===== src/rtl/int_ctrl.sv =====
// Edge-triggered interrupt controller: captures rising edges on 8 lines, requests the
// lowest-numbered enabled pending source, and tracks one non-nested handler in service.
module int_ctrl #(
    parameter int unsigned N_SRC    = 8,
    parameter logic [31:0] VEC_BASE = 32'h0000_0080
) (
    input  logic             clk,
    input  logic             rst,
    input  logic [N_SRC-1:0] irq,
    input  logic             en_we,
    input  logic [N_SRC-1:0] en_wdata,
    output logic [N_SRC-1:0] int_en,
    output logic [N_SRC-1:0] pending,
    output logic             int_req,
    input  logic             int_ack,
    output logic [2:0]       int_id,
    output logic [31:0]      int_vec,
    input  logic             eret,
    output logic             busy
);

    typedef enum logic [1:0] {
        IDLE,
        REQ,
        SERVICE
    } state_t;

    state_t           state_q;
    logic [N_SRC-1:0] irq_prev_q;
    logic [N_SRC-1:0] pending_q;
    logic [N_SRC-1:0] pending_d;
    logic [N_SRC-1:0] int_en_q;
    logic [2:0]       int_id_q;
    logic             int_req_q;
    logic             busy_q;

    logic [N_SRC-1:0] rise;
    logic [N_SRC-1:0] sel;
    logic [N_SRC-1:0] clr;
    logic [2:0]       sel_id;
    logic             sel_found;

    assign rise = irq & ~irq_prev_q;
    assign sel  = pending_q & int_en_q;

    always_comb begin
        sel_id    = '0;
        sel_found = 1'b0;
        for (int unsigned i = 0; i < N_SRC; i++) begin
            if (sel[i] && !sel_found) begin
                sel_id    = 3'(i);
                sel_found = 1'b1;
            end
        end
    end

    // A fresh edge in the acknowledge cycle wins over the clear, so it is not lost.
    always_comb begin
        clr = '0;
        if (state_q == REQ && int_ack) begin
            clr[int_id_q] = 1'b1;
        end
        pending_d = (pending_q & ~clr) | rise;
    end

    always_ff @(posedge clk or negedge rst) begin
        if (!rst) begin
            state_q    <= IDLE;
            irq_prev_q <= '0;
            pending_q  <= '0;
            int_en_q   <= '0;
            int_id_q   <= '0;
            int_req_q  <= 1'b0;
            busy_q     <= 1'b0;
        end else begin
            irq_prev_q <= irq;
            pending_q  <= pending_d;
            if (en_we) begin
                int_en_q <= en_wdata;
            end
            case (state_q)
                IDLE: begin
                    if (sel_found) begin
                        state_q   <= REQ;
                        int_id_q  <= sel_id;
                        int_req_q <= 1'b1;
                    end
                end
                REQ: begin
                    if (int_ack) begin
                        state_q   <= SERVICE;
                        int_req_q <= 1'b0;
                        busy_q    <= 1'b1;
                    end
                end
                SERVICE: begin
                    if (eret) begin
                        state_q <= IDLE;
                        busy_q  <= 1'b0;
                    end
                end
                default: begin
                    state_q   <= IDLE;
                    int_req_q <= 1'b0;
                    busy_q    <= 1'b0;
                end
            endcase
        end
    end

    assign int_en  = int_en_q;
    assign pending = pending_q;
    assign int_req = int_req_q;
    assign int_id  = int_id_q;
    assign busy    = busy_q;
    assign int_vec = VEC_BASE + 32'({int_id_q, 3'b000});

endmodule


===== config.mk =====
export PLATFORM = sky130hd
export DESIGN_NAME = int_ctrl
export DESIGN_NICKNAME = d
export VERILOG_FILES = /design/src/rtl/int_ctrl.sv
export SDC_FILE = /design/constraint.sdc
export NUM_CORES = 1
export LEC_CHECK = 0
export CAP_MARGIN = 0
export CORE_ASPECT_RATIO = 0.75
export CORE_MARGIN = 10
export CORE_UTILIZATION = 43
export CTS_CLUSTER_DIAMETER = 120
export DETAILED_ROUTE_END_ITERATION = 10
export HOLD_SLACK_MARGIN = 0.12
export PLACE_DENSITY = 0.92
export SKIP_CTS_REPAIR_TIMING = 1
export SLEW_MARGIN = 20
export SYNTH_ARGS = -nofsm -noshare
export SYNTH_HDL_FRONTEND = slang
export SYNTH_SLANG_ARGS = --single-unit

===== constraint.sdc =====
create_clock -name clk -period 4.2 [get_ports clk]
set_clock_uncertainty 0.2 [all_clocks]
set_input_delay 0.84 -clock clk [delete_from_list [all_inputs] [get_ports clk]]
set_output_delay 0.84 -clock clk [all_outputs]
set_load 0.01 [all_outputs]

==> key figures <==
Global route
  – Pin count of the biggest net entering global routing: 32
  – Global route hottest layer: met2
  – Global route overflow: 0
  – Initial antenna violation count: 0
  – Grt met1 use: 0.1311
  – Global Route met2 Usage: 0.1645
  – Vias in the first global route: approximately 1.0k
  – GRT Util Overall: 0.1105
  – Met3 Use GR: 0.05378
  – First-pass GRT wire length: ~5400 um

Status
  – Outcome: completed

Critical path
  – Crit Path Max Fanout: 8
  – CP max stage cell: clkdlybuf4s50_1
  – Critical path launch point type: flop
  – Worst EP required: about 3.2 ns
  – CP Capture Type: output pin
  – Crit path max-delay family: buffers and inverters
  – CP Buf/Inv Count: 1
  – Worst-path cell chain: clkdlybuf4s50_1
  – Endpoint arrival time on the critical path: about 1.4 ns
  – Max incr delay on CP: 0.62 ns
  – Crit Path Class: reg -> out

Finish
  – Ant. Diodes: 0
  – Final core occ: 0.5822
  – NumNets Final: slightly above 200
  – Share of cells above drive strength 1: 0.1129
  – Layout area overhead: 29.99%
  – Finished Cell Area: 1914 um^2

Clock network
  – Total CTS buffers: 5
  – Worst-Skew Late Latency: around 0.27 ns
  – CTS max path bufs: 2
  – TritonCTS clock tree: done
  – Worst-path clk slew: 0.06 ns
  – Root buffer cell: clkbuf_8
  – Clock Sinks: 31
  – H-tree Lvls: 2

STA
  – Fin. Hold Viols: 0
  – Setup violators final: 0
  – Final worst-path cycle share: 0.5840
  – Final Max Tran Viols: 0
  – Unrepaired setup endpoints after global routing: no
  – FMAX: approximately 410 MHz
  – Setup TNS: 0 ns
  – Final min period: approximately 2.5 ns
  – Final worst slack: between 1.5 and 2 ns

Job
  – Max-cap violations: 0

Logic synthesis
  – Post-synth EDFFs: 0
  – Synth Area per Inst: roughly 11 um^2
  – Synth Cell Area: 1473 um^2
  – FFs w/ async S/R, synth: 1.000
  – Cell count after synthesis: 140
  – Ys Warns: 0
  – Synth cell types: 22
  – #FFs+latches synth: 31
  – Sequential share of the synthesized area: 0.5268
  – Synth Flop Type: dfrtp_1

Placed design
  – DP Worst Slack: ~1.9 ns
  – Placed cell area: between 1500 and 2000 um^2
  – Count of input and output buffers: between 40 and 50
  – DP HPWL: 2756 um
  – GP Congestion: ~0.77

Die
  – Row count: 18
  – Boundary Pins: 74
  – Die width: slightly below 90 um
  – Core area: approximately 3300 um^2
  – Die ar.: 6190 um^2
  – Die Height: between 70 and 80 um
  – Initial Utilization: 0.4479

Pwr
  – PD cells: ~560 nW/um^2
  – Lkg Pwr: about 0.86 nW
  – Worst VDD drop: approximately 0.28 mV
  – Total power draw: around 1.1 mW

Drt
  – Routed len/inst: 15.11 um
  – DRC: 0
  – Routed WL: approximately 3400 um
  – Detailed Routing Iterations Pass 1: 4
  – Iteration-0 DRC Markers: 73
  – Routed Antenna Nets: 0
  – Via count: between 1k and 1.5k
  – Vias/cell: ~4.6

Worst hold path
  – Min-delay worst type: reg -> reg
[worst paths after layout]
kind | startpoint | to | slack, ns | cells past startpoint
setup / recovery | int_id[2]$_DFFE_PN0P_ | int_vec[5] | 1.75 | 1
hold / removal | irq_prev_q[1]$_DFF_PN0_ | pending[1]$_DFF_PN0_ | 0.21 | 1
setup reg to reg | pending[2]$_DFF_PN0_ | int_id[0]$_DFFE_PN0P_ | 2.69 | 4
hold reg to reg | irq_prev_q[1]$_DFF_PN0_ | pending[1]$_DFF_PN0_ | 0.21 | 1
max in group asynchronous | rst | int_en[5]$_DFFE_PN0P_ | 2.78 | 2
min in group asynchronous | rst | irq_prev_q[1]$_DFF_PN0_ | 0.75 | 2
[metal layers]
| layer | part of all wire | vias to the layer above |
|---|---|---|
| li1 | - | 500 |
| met1 | 0.42 | 485 |
| met2 | 0.46 | 44 |
| met3 | 0.10 | 7 |
| met4 | 0.017 | 0 |
| met5 | 0 | - |
[placed cells by master, fill, tap and decap left out]
cell type and n:
o21ai_1 4, dfrtp_1 31, buf_4 1, a32oi_1 2, nand2_2 1, inv_1 10, mux2_2 8, and3b_4 1
o31ai_1 1, o31ai_2 1, conb_1 29, a22oi_1 4, clkinv_2 1, a21o_2 1, clkdlybuf4s50_1 44, nand2b_1 2
nand2_1 11, nand4_1 1, a211oi_1 1, clkbuf_8 6, nor2_1 4, nand2b_4 1, o21ai_0 14, a21oi_1 7
[area by class of cell]
| cell class | count | area, um^2 |
|---|---|---|
| Tap cell | 40 | 50.05 |
| Clock inverter | 1 | 5.005 |
| Fill cell | 283 | 1374 |
| Timing Repair Buffer | 45 | 447.9 |
| Sequential cell | 31 | 775.7 |
| Multi-Input combinational cell | 93 | 515.5 |
| Clock buffer | 6 | 82.58 |
| Inverter | 10 | 37.54 |
[synth_stat cells (2+ instances only)]
| cell | n | area share |
|---|---|---|
| o21ai_1 | 4 | 0.014 |
| a32oi_1 | 2 | 0.012 |
| a22oi_1 | 4 | 0.020 |
| o21ai_0 | 14 | 0.048 |
| nand2_1 | 11 | 0.028 |
| nand2b_1 | 2 | 0.0085 |
| mux2_2 | 8 | 0.061 |
| buf_4 | 32 | 0.16 |
| dfrtp_1 | 31 | 0.53 |
| a21oi_1 | 7 | 0.024 |
| inv_1 | 10 | 0.025 |
| conb_1 | 2 | 0.0051 |
| nor2_1 | 4 | 0.010 |
[state kept, by name, summed over array words and instances (netlist names)]
name and flops:
int_id 3, state_q 2, irq_prev_q 8, busy 1
int_en 8, pending 8, int_req 1
[per-stage QoR]
| step | hold WS [ns] | cells |
|---|---|---|
| 2_1_floorplan | 0.1919 | 167 |
| 3_3_place_gp | 0.1952 | 219 |
| 3_5_place_dp | 0.2059 | 219 |
| 4_1_cts | 0.2146 | 226 |
| 5_1_grt | 0.2294 | 226 |
| 6_report | 0.2126 | 226 |
[kinds of logic (layout without fill, tap and decap cells)]
| kind of cell | Yosys count | after routing | share of synthesized area |
|---|---|---|---|
| buf+inv | 43 | 62 | 0.1920 |
| compound gates | 35 | 35 | 0.1419 |
| flops | 31 | 31 | 0.5268 |
| simple gates | 21 | 21 | 0.07306 |
| mux | 8 | 8 | 0.06117 |
| other cells | 2 | 29 | 0.005100 |
[power by group]
group | internal, mW | switching [mW] | total (mW)
clock | 0.128 | 0.103 | 0.231
sequential | 0.369 | 0.0934 | 0.463
combinational | 0.210 | 0.174 | 0.384
total | 0.708 | 0.370 | 1.08
Note: power is estimated with default switching activity, not from simulation.
